File: src/rtl/burst_shift_reg.sv
// burst_shift_reg: loadable multi-mode register with hold, load, shift,
// rotate, increment and decrement operations, plus a burst sequencer that
// repeats one latched operation a programmed number of times.
module burst_shift_reg #(
  parameter int WIDTH = 4,
  parameter int CNT_W = 8
) (
  input  logic             clk,
  input  logic             rst,
  input  logic [2:0]       mode,
  input  logic             en,
  input  logic             start,
  input  logic [CNT_W-1:0] cnt,
  input  logic [WIDTH-1:0] d,
  input  logic             sin,
  output logic [WIDTH-1:0] q,
  output logic             sout,
  output logic             cout,
  output logic             zero,
  output logic             busy,
  output logic             done
);

  localparam logic [2:0] MODE_HOLD = 3'b000;
  localparam logic [2:0] MODE_LOAD = 3'b001;
  localparam logic [2:0] MODE_SHL  = 3'b010;
  localparam logic [2:0] MODE_SHR  = 3'b011;
  localparam logic [2:0] MODE_ROL  = 3'b100;
  localparam logic [2:0] MODE_ROR  = 3'b101;
  localparam logic [2:0] MODE_INC  = 3'b110;
  localparam logic [2:0] MODE_DEC  = 3'b111;

  typedef enum logic {
    IDLE,
    RUN
  } state_e;

  state_e           state_q, state_d;
  logic [CNT_W-1:0] remCnt_q, remCnt_d;
  logic [2:0]       burstMode_q, burstMode_d;
  logic             done_q, done_d;
  logic [WIDTH-1:0] data_q, data_d;
  logic             sout_q, sout_d;
  logic             cout_q, cout_d;
  logic             opValid;
  logic [2:0]       opMode;

  // Sequencer state register: state, remaining burst count, latched mode, done pulse
  always_ff @(posedge clk) begin
    if (rst) begin
      state_q     <= IDLE;
      remCnt_q    <= '0;
      burstMode_q <= MODE_HOLD;
      done_q      <= 1'b0;
    end else begin
      state_q     <= state_d;
      remCnt_q    <= remCnt_d;
      burstMode_q <= burstMode_d;
      done_q      <= done_d;
    end
  end

  // Next-state logic: start beats en in IDLE, a zero-length burst only pulses done
  always_comb begin
    state_d     = state_q;
    remCnt_d    = remCnt_q;
    burstMode_d = burstMode_q;
    done_d      = 1'b0;
    case (state_q)
      IDLE: begin
        if (start) begin
          if (cnt != '0) begin
            state_d     = RUN;
            remCnt_d    = cnt;
            burstMode_d = mode;
          end else begin
            done_d = 1'b1;
          end
        end
      end
      RUN: begin
        remCnt_d = remCnt_q - CNT_W'(1);
        if (remCnt_q == CNT_W'(1)) begin
          state_d = IDLE;
          done_d  = 1'b1;
        end
      end
      default: state_d = IDLE;
    endcase
  end

  // Output logic: busy while the burst runs, zero follows the register directly
  always_comb begin
    busy = (state_q == RUN);
    done = done_q;
    q    = data_q;
    sout = sout_q;
    cout = cout_q;
    zero = (data_q == '0);
  end

  // Pick which operation, if any, hits the register this edge
  always_comb begin
    opValid = 1'b0;
    opMode  = mode;
    if (state_q == RUN) begin
      opValid = 1'b1;
      opMode  = burstMode_q;
    end else begin
      opValid = en && !start;
      opMode  = mode;
    end
  end

  // Datapath next value; sout only moves on shift/rotate, cout only on inc/dec
  always_comb begin
    data_d = data_q;
    sout_d = sout_q;
    cout_d = cout_q;
    if (opValid) begin
      case (opMode)
        MODE_HOLD: data_d = data_q;
        MODE_LOAD: data_d = d;
        MODE_SHL: begin
          data_d = {data_q[WIDTH-2:0], sin};
          sout_d = data_q[WIDTH-1];
        end
        MODE_SHR: begin
          data_d = {sin, data_q[WIDTH-1:1]};
          sout_d = data_q[0];
        end
        MODE_ROL: begin
          data_d = {data_q[WIDTH-2:0], data_q[WIDTH-1]};
          sout_d = data_q[WIDTH-1];
        end
        MODE_ROR: begin
          data_d = {data_q[0], data_q[WIDTH-1:1]};
          sout_d = data_q[0];
        end
        MODE_INC: {cout_d, data_d} = {1'b0, data_q} + (WIDTH+1)'(1);
        MODE_DEC: {cout_d, data_d} = {1'b0, data_q} - (WIDTH+1)'(1);
        default:  data_d = data_q;
      endcase
    end
  end

  // Datapath register
  always_ff @(posedge clk) begin
    if (rst) begin
      data_q <= '0;
      sout_q <= 1'b0;
      cout_q <= 1'b0;
    end else begin
      data_q <= data_d;
      sout_q <= sout_d;
      cout_q <= cout_d;
    end
  end

endmodule
File: config.mk
export PLATFORM = sky130hd
export DESIGN_NAME = burst_shift_reg
export DESIGN_NICKNAME = d
export VERILOG_FILES = /design/src/rtl/burst_shift_reg.sv
export SDC_FILE = /design/constraint.sdc
export NUM_CORES = 1
export LEC_CHECK = 0
export BUFFER_PORTS_ARGS = -buffer_cell sky130_fd_sc_hd__buf_2
export CORE_MARGIN = 4
export CORE_UTILIZATION = 54
export DETAILED_ROUTE_END_ITERATION = 7
export PLACE_DENSITY = 0.79
export SYNTH_ARGS = -nofsm -noshare
export SYNTH_HDL_FRONTEND = slang
export SYNTH_SLANG_ARGS = --single-unit
File: constraint.sdc
create_clock -name clk -period 2.1 [get_ports clk]
set_clock_uncertainty 0.05 [all_clocks]
set_input_delay 0.42 -clock clk [delete_from_list [all_inputs] [get_ports clk]]
set_output_delay 0.42 -clock clk [all_outputs]
set_load 0.05 [all_outputs]
Word level (Yosys, flattened, before mapping)
Cells that the tools add are included.
{"block": "word_totals", "out_inout_bits": 9, "regBits": 19, "in_bits": 20}
{"block": "op_classes", "reduce_logical": 14, "n_addsub": 3, "n_eq_ne": 10, "mux": 16, "n_bitwise": 2}
{"operator": "$pmux W4 S7", "count": 1}
{"operator": "$mux W8", "count": 2}
{"operator": "$pmux W8 S2", "count": 1}
{"operator": "$eq A3 B3 Y1 const B", "count": 4}
{"operator": "$eq A8 B1 Y1 const B", "count": 1}
{"operator": "$pmux W1 S2", "count": 4}
{"operator": "$reduce_and A2 Y1", "count": 4}
{"operator": "$reduce_bool A8 Y1", "count": 1}
{"operator": "$sub A8 B1 Y8 const B", "count": 1}
{"operator": "$mux W1", "count": 7}
{"operator": "$eq A3 B2 Y1 const B", "count": 2}
{"operator": "$add A4 B1 Y5 const B", "count": 1}
{"operator": "$sub A4 B1 Y5 const B", "count": 1}
{"operator": "$logic_not A4 Y1", "count": 1}
{"operator": "$ne A2 B2 Y1 const B", "count": 2}
{"operator": "$reduce_bool A2 Y1", "count": 2}
{"operator": "$reduce_or A2 Y1", "count": 2}
{"operator": "$eq A3 B1 Y1 const B", "count": 1}
{"operator": "$logic_not A3 Y1", "count": 1}
{"operator": "$mux W3", "count": 1}
{"operator": "$reduce_and A3 Y1", "count": 1}
{"operator": "$not A1 Y1", "count": 2}
{"operator": "$logic_and A1 B1 Y1", "count": 1}
{"operator": "$logic_not A1 Y1", "count": 1}

Longest topological paths before layout
Gate-level depths: netlist of the first run.
{"block": "logic_depth", "word_depth": 5, "ltp_mapped": 7, "depth_no_buf": 6}

Least setup slack after synthesis of the first run
Ideal clock, no wire load.
{"block": "synth_path", "kind": "register -> register", "from": "register data_q[0] (netlist: q[0])", "to": "register cout_q (netlist: cout)", "setup_slack_ns": -0.552, "period_less_slack_ns": 2.652, "path_stages_with_launch": 7, "path_buffers": 0, "setup_ns": 0.080, "t_arrival_ns": 2.522, "required_ns": 1.970, "cell_sequence": "dfxtp_1 inv_1 ha_1 nor3b_1 nand2_1 nand4_1 nor3b_1"}
{"block": "synth_between", "elab_chain_cells": 2, "word_cells_on_any_way": 3, "cone_classes": "add/sub: 2; mux: 1"}
{"item": "from (decl)", "line": "42", "text": "logic [WIDTH-1:0] data_q, data_d;"}
{"item": "from (signal assigned)", "line": "154", "text": "data_q <= data_d;"}
{"item": "$sub A4 B1 Y5 / $add A4 B1 Y5 (equally long branches)", "line": "141, 140"}
{"item": "$pmux W1 S2 *", "line": "121", "text": "case (opMode)"}
{"item": "to (signal assigned)", "line": "156", "text": "cout_q <= cout_d;"}
{"item": "to (decl)", "line": "44", "text": "logic cout_q, cout_d;"}
Every way passes the cells marked *; elsewhere a longest branch is shown, timed or not.
A chain may end at the register's enable or synchronous reset.

Final worst setup path of the first run
{"block": "layout_path", "from": "register data_q[0] (netlist: q[0])", "to": "output port zero"}
{"block": "layout_between", "elab_chain_cells": 1}
{"item": "$logic_not A4 Y1", "line": "99", "text": "zero = (data_q == '0);"}
{"item": "to (decl)", "line": "19", "text": "output logic zero,"}
Every way passes these cells.

==> impl_metrics.toml, run 1 <==
[timing]
fin_tns_setup_ps = 0
rsz0062_at_grt = "false"
worst_slew_pin_slew_ps = 743
max_freq_ghz = 0.506
fin_crit_ps = 1970
relSlewSlack_pct = 50.0
setup_violations = 0
period_share_pct = 94.0
hold_viol_final = 0
drv_slew = 0

[setup_path]
startpoint_type = "flop"
path_class = "flop to primary output"
worst_ep_required_time_ps = 1630
worstPathArrival_ps = 1500
crit_slowest_cell = "dfxtp_1"
path_max_fanout = 6
regToRegStartpoint = "busy"
max_stage_delay_ps = 470
cp-startpoint = "q[0]"
path_cells = "inv_2 > ha_1 > nor3b_4 > clkbuf_4"
worstSetupEndpointType = "primary output"

[logic_synthesis]
syn_avg_cell_area_um2 = 8.45
async_reset_ff_share_pct = 0
yosysTopAreaCell = "dfxtp_1"
ys_dominant_reg_cell = "dfxtp_1"
ys_top_cells_by_area = "dfxtp_1 28%, a21oi_1 6.0%, mux2i_1 4.5%"
netlist_area_mm2 = 0.00134
synthesis.nets = 183
ys_warn_count = 0
synth_top_area_share_pct = 28.3
synthDistinctLibCells = 53
synth_edf_count = 0
ys_ff_latch = 19
syn_inst = 159
ys_seq_area_share_pct = 28.3

[place]
gp_routability_congestion = 0.916
port_buffers = 28
dp_hpwl_mm = 2.54

[cts]
insertion_delay_ps = 300
numCtsBuffers = 3
htree_levels = 1
cts_root_buf = "clkbuf_4"
clk_pin_slew_ps = 120
cts.sinks = 19
cts_tree = "yes"
clockBufferDepth = 2
postCtsSetupBuffers = 0
cts_resized = 1
ctsHoldBuffers = 0

[finish]
final_cell_mix = "27 x buf_2, 18 x dfxtp_1, 16 x a21oi_1, 12 x nor2_1, 11 x nand2_1"
final_core_util_pct = 66.4
fin_nets = 211
layout_commonest_cell = "buf_2"
num-fill-cells = 197
antenna_cells = 0
area_growth_pct = 13.5
drive_above_1_share_pct = 26.3

[die]
start_util_pct = 58.5
num_rows = 17
ioPinCount = 29
die-area_mm2 = 0.00335
die_height_um = 57.9
fp.dieW_um = 57.9
core_mm2 = 0.00230

[global_routing]
grt_pass1_wl_mm = 5.75
track_usage_pct = 21.3
grt_remaining_overflow = 0
grt_pass1_vias = 1292
grt_start_max_net_pins = 20
antenna_found_initial = 0

[drt]
wl_per_cell_um = 15.9
dr.first_iter.drc_count = 77
drtPass1Iterations = 4
drt-total-wl_mm = 3.40
postRouteAntennaNets = 0
via_per_inst = 6.34
vias = 1356
route.detailed.drc = 0

[worst_hold_path]
hold_path.class = "input pin to flop"
min_from = "cnt[6]"

[power_and_ir_drop]
pwr_density_cell_mw_per_mm2 = 686
power_w = 0.00105
power.leakage_nw = 0.617
ir_drop_mv = 0.463

[flow_run]
cap_violations = 0

[run_status]
status = "completed"
worst max-delay path, delay by kind of cell (launching register included):
| kind | cells | cell delay, ps |
|---|---|---|
| fa+ha+maj | 1 | 240 |
| buf+inv | 2 | 350 |
| flops | 1 | 470 |
| simple gates | 1 | 150 |
metal layers:
layer	vias to the layer above	GRT usage [%]	part of all wire (%)
met2	71	32.3	45
met4	0	8.28	1.4
li1	660	-	-
met1	618	29.4	46
met5	-	0	0
met3	7	4.45	7.6
Yosys cell counts, drive strengths merged (2+ instances only):
cell / instances
a211oi: 5
a21oi: 16
a22oi: 2
a311oi: 2
a32oi: 4
buf: 7
dfxtp: 19
ha: 4
inv: 6
mux2i: 7
nand2: 11
nand2b: 3
nand3: 5
nand3b: 2
nand4: 2
nor2: 12
nor2b: 4
nor3: 3
nor3b: 3
nor4: 3
o21ai: 9
o21bai: 2
o311ai: 2
o32ai: 2
or2: 2
or4: 2
xor2: 2
power by group:
part / total (W) / internal [W] / switching (W) / leakage, nW
combinational: 0.000403 / 0.000155 / 0.000249 / 0.442
clock: 0.000193 / 0.0000709 / 0.000122 / 0.0177
sequential: 0.000450 / 0.000396 / 0.0000541 / 0.157
total: 0.00105 / 0.000621 / 0.000425 / 0.617
through the flow:
step                      cell area (um^2)  setup slack, ps  hold slack, ps  cells
after global routing                  1530             48.3             375    214
after floorplan                       1360             67.2             394    159
after detailed placement              1490             97.2             411    210
final                                 1530              125             366    214
after CTS                             1520             2.92             356    214
after global placement                1490              174             408    210
cells by family after synthesis:
logic type,after synthesis,synth area share [%]
compound gates,56,30.2
xor+xnor,3,1.96
fa+ha+maj,4,3.72
buf+inv,14,6.05
flops,19,28.3
mux,8,6.61
simple gates,55,23.2
flip-flops by register name, indices dropped and copies added (netlist names):
signal and cells:
remCnt_q 8, sout 1, q 4, busy 1, burstMode_q 3, done 1
cout 1
cell type report:
cell class	count	area (um^2)	area share (%)
clock buffers	3	22.5	1.48
clock inverters	1	5.00	0.328
inverters	6	22.5	1.48
multi-input cells	126	893	58.6
flip-flops and latches	19	382	25.0
well taps	28	35.0	2.30
repair buffers	31	165	10.8
path summary, 6_finish.rpt:
path | to | slack [ps] | depth (start not counted)
worst max-delay path | zero | 130 | 4
worst min register to register | remCnt_q[4] | 430 | 2
worst max register to register | q[2] | 260 | 6
worst min-delay path | remCnt_q[6] | 370 | 3
Note: power is estimated with default switching activity, not from simulation.
==> run 2: changes to the inputs <==
--- a/config.mk
+++ b/config.mk
@@ -6,7 +6,6 @@
 export NUM_CORES = 1
 export LEC_CHECK = 0
 export BUFFER_PORTS_ARGS = -buffer_cell sky130_fd_sc_hd__buf_2
-export CORE_MARGIN = 4
 export CORE_UTILIZATION = 54
 export DETAILED_ROUTE_END_ITERATION = 7
 export PLACE_DENSITY = 0.79
==> impl_metrics.toml, run 2 (synthesis gave the netlist of run 1 again) <==
[cts]
clk_pin_slew_ps = 110
postCtsSetupBuffers = 0
cts_root_buf = "clkbuf_4"
clockBufferDepth = 2
htree_levels = 1
ctsHoldBuffers = 0
cts_resized = 1
cts.sinks = 19
cts_tree = "yes"
insertion_delay_ps = 300
numCtsBuffers = 3

[finish]
layout_commonest_cell = "buf_2"
num-fill-cells = 192
ff_latch_area_um2 = 382
antenna_cells = 0
multi_input_area_um2 = 893
top_register = "remCnt_q"
drive_above_1_share_pct = 26.2
area_growth_pct = 14.0
final_cell_mix = "27 x buf_2, 18 x dfxtp_1, 16 x a21oi_1, 12 x nor2_1, 11 x nand2_1"
fin_nets = 212
largest_reg_flops = 8
final_core_util_pct = 67.3

[setup_path]
worstSetupEndpointType = "primary output"
regToRegStartpoint = "burstMode_q[1]"
r2r_slack_ps = 270
worst_ep_required_time_ps = 1630
endpoint = "zero"
cp-startpoint = "q[0]"
startpoint_type = "flop"
crit_slowest_cell = "dfxtp_1"
worstReg2RegEnd = "q[1]"
r2r.worst_path.cells = 5
path_max_fanout = 6
path_class = "flop to primary output"
worstPathArrival_ps = 1520
max_stage_delay_ps = 470
path_cells = "inv_2 > ha_1 > nor3b_4 > buf_4"

[global_routing]
grt_start_max_net_pins = 19
grt_remaining_overflow = 0
grt_pass1_vias = 1199
track_usage_pct = 26.6
antenna_found_initial = 0
grt_pass1_wl_mm = 5.26

[timing]
relSlewSlack_pct = 67.8
fin_crit_ps = 1990
setup_violations = 0
worst_slew_pin_slew_ps = 478
period_share_pct = 94.9
fin_tns_setup_ps = 0
drv_slew = 0
max_freq_ghz = 0.502
hold_viol_final = 0
rsz0062_at_grt = "false"

[power_and_ir_drop]
ir_drop_mv = 0.466
pwr_density_cell_mw_per_mm2 = 687
power.leakage_nw = 0.618

[drt]
drt-total-wl_mm = 3.42
vias = 1368
drtPass1Iterations = 4
via_per_inst = 6.36
dr.first_iter.drc_count = 52
wl_per_cell_um = 15.9
postRouteAntennaNets = 0
route.detailed.drc = 0

[worst_hold_path]
hold_path.class = "input pin to flop"

[flow_run]
cap_violations = 0

[place]
gp_routability_congestion = 0.951
port_buffers = 28
dp_hpwl_mm = 2.56

[run_status]
status = "completed"

[die]
num_rows = 17
fp.dieW_um = 51.9
core_mm2 = 0.00228
die-area_mm2 = 0.00269
ioPinCount = 29
start_util_pct = 59.0
die_height_um = 51.9
==> run 2: cell types whose count changed in the layout (fill, tap and decap cells not counted), sizes merged <==
cell,before,now
buf,30,32
clkinv,1,0
==> run 2: worst min-delay path by stage <==
stage,start,endpoint,slack (ps),cells after the start
5_1_grt,cnt[6],remCnt_q[6],350,3
3_5_place_dp,remCnt_q[4],remCnt_q[4],420,2
3_3_place_gp,remCnt_q[4],remCnt_q[4],410,2
4_1_cts,cnt[6],remCnt_q[6],340,3
6_report,cnt[6],remCnt_q[6],340,3
2_1_floorplan,remCnt_q[7],remCnt_q[7],390,2
==> run 2: stage by stage <==
stage | area, um^2 | instances | total power [W] | hold WS, ps | setup WS, ps
2_1_floorplan | 1360 | 159 | 0.000753 | 394 | 67.2
3_3_place_gp | 1500 | 211 | 0.000842 | 405 | 211
3_5_place_dp | 1500 | 211 | 0.000856 | 418 | 136
4_1_cts | 1530 | 215 | 0.00105 | 339 | 26.4
5_1_grt | 1530 | 215 | 0.00110 | 355 | 41.9
6_report | 1530 | 215 | 0.00105 | 338 | 108
==> run 2: area by class of cell <==
type | instances | area share [%]
inverters | 6 | 1.47
flip-flops and latches | 19 | 24.9
repair buffers | 32 | 11.3
multi-input cells | 126 | 58.3
clock buffers | 4 | 1.72
well taps | 28 | 2.29
==> run 2: worst max-delay path, delay by kind of cell (launching register included) <==
family	cells	cell delay, ps
adders and majority gates	1	250
DFF	1	470
and+or+nand+nor	1	160
buffers and inverters	2	340
==> run 2: report_power, final <==
part           switching (W)  internal [W]  total (W)
clock network       0.000117     0.0000741   0.000191
logic               0.000253      0.000158   0.000412
registers          0.0000535      0.000396   0.000449
==> run 2: routing by layer <==
layer / vias up / track usage [%] / share of wire (%)
li1: 660 / - / -
met1: 641 / 36.1 / 45
met2: 65 / 39.7 / 46
met3: 2 / 6.73 / 8.4
met4: 0 / 10.8 / 0.76
met5: - / 0 / 0
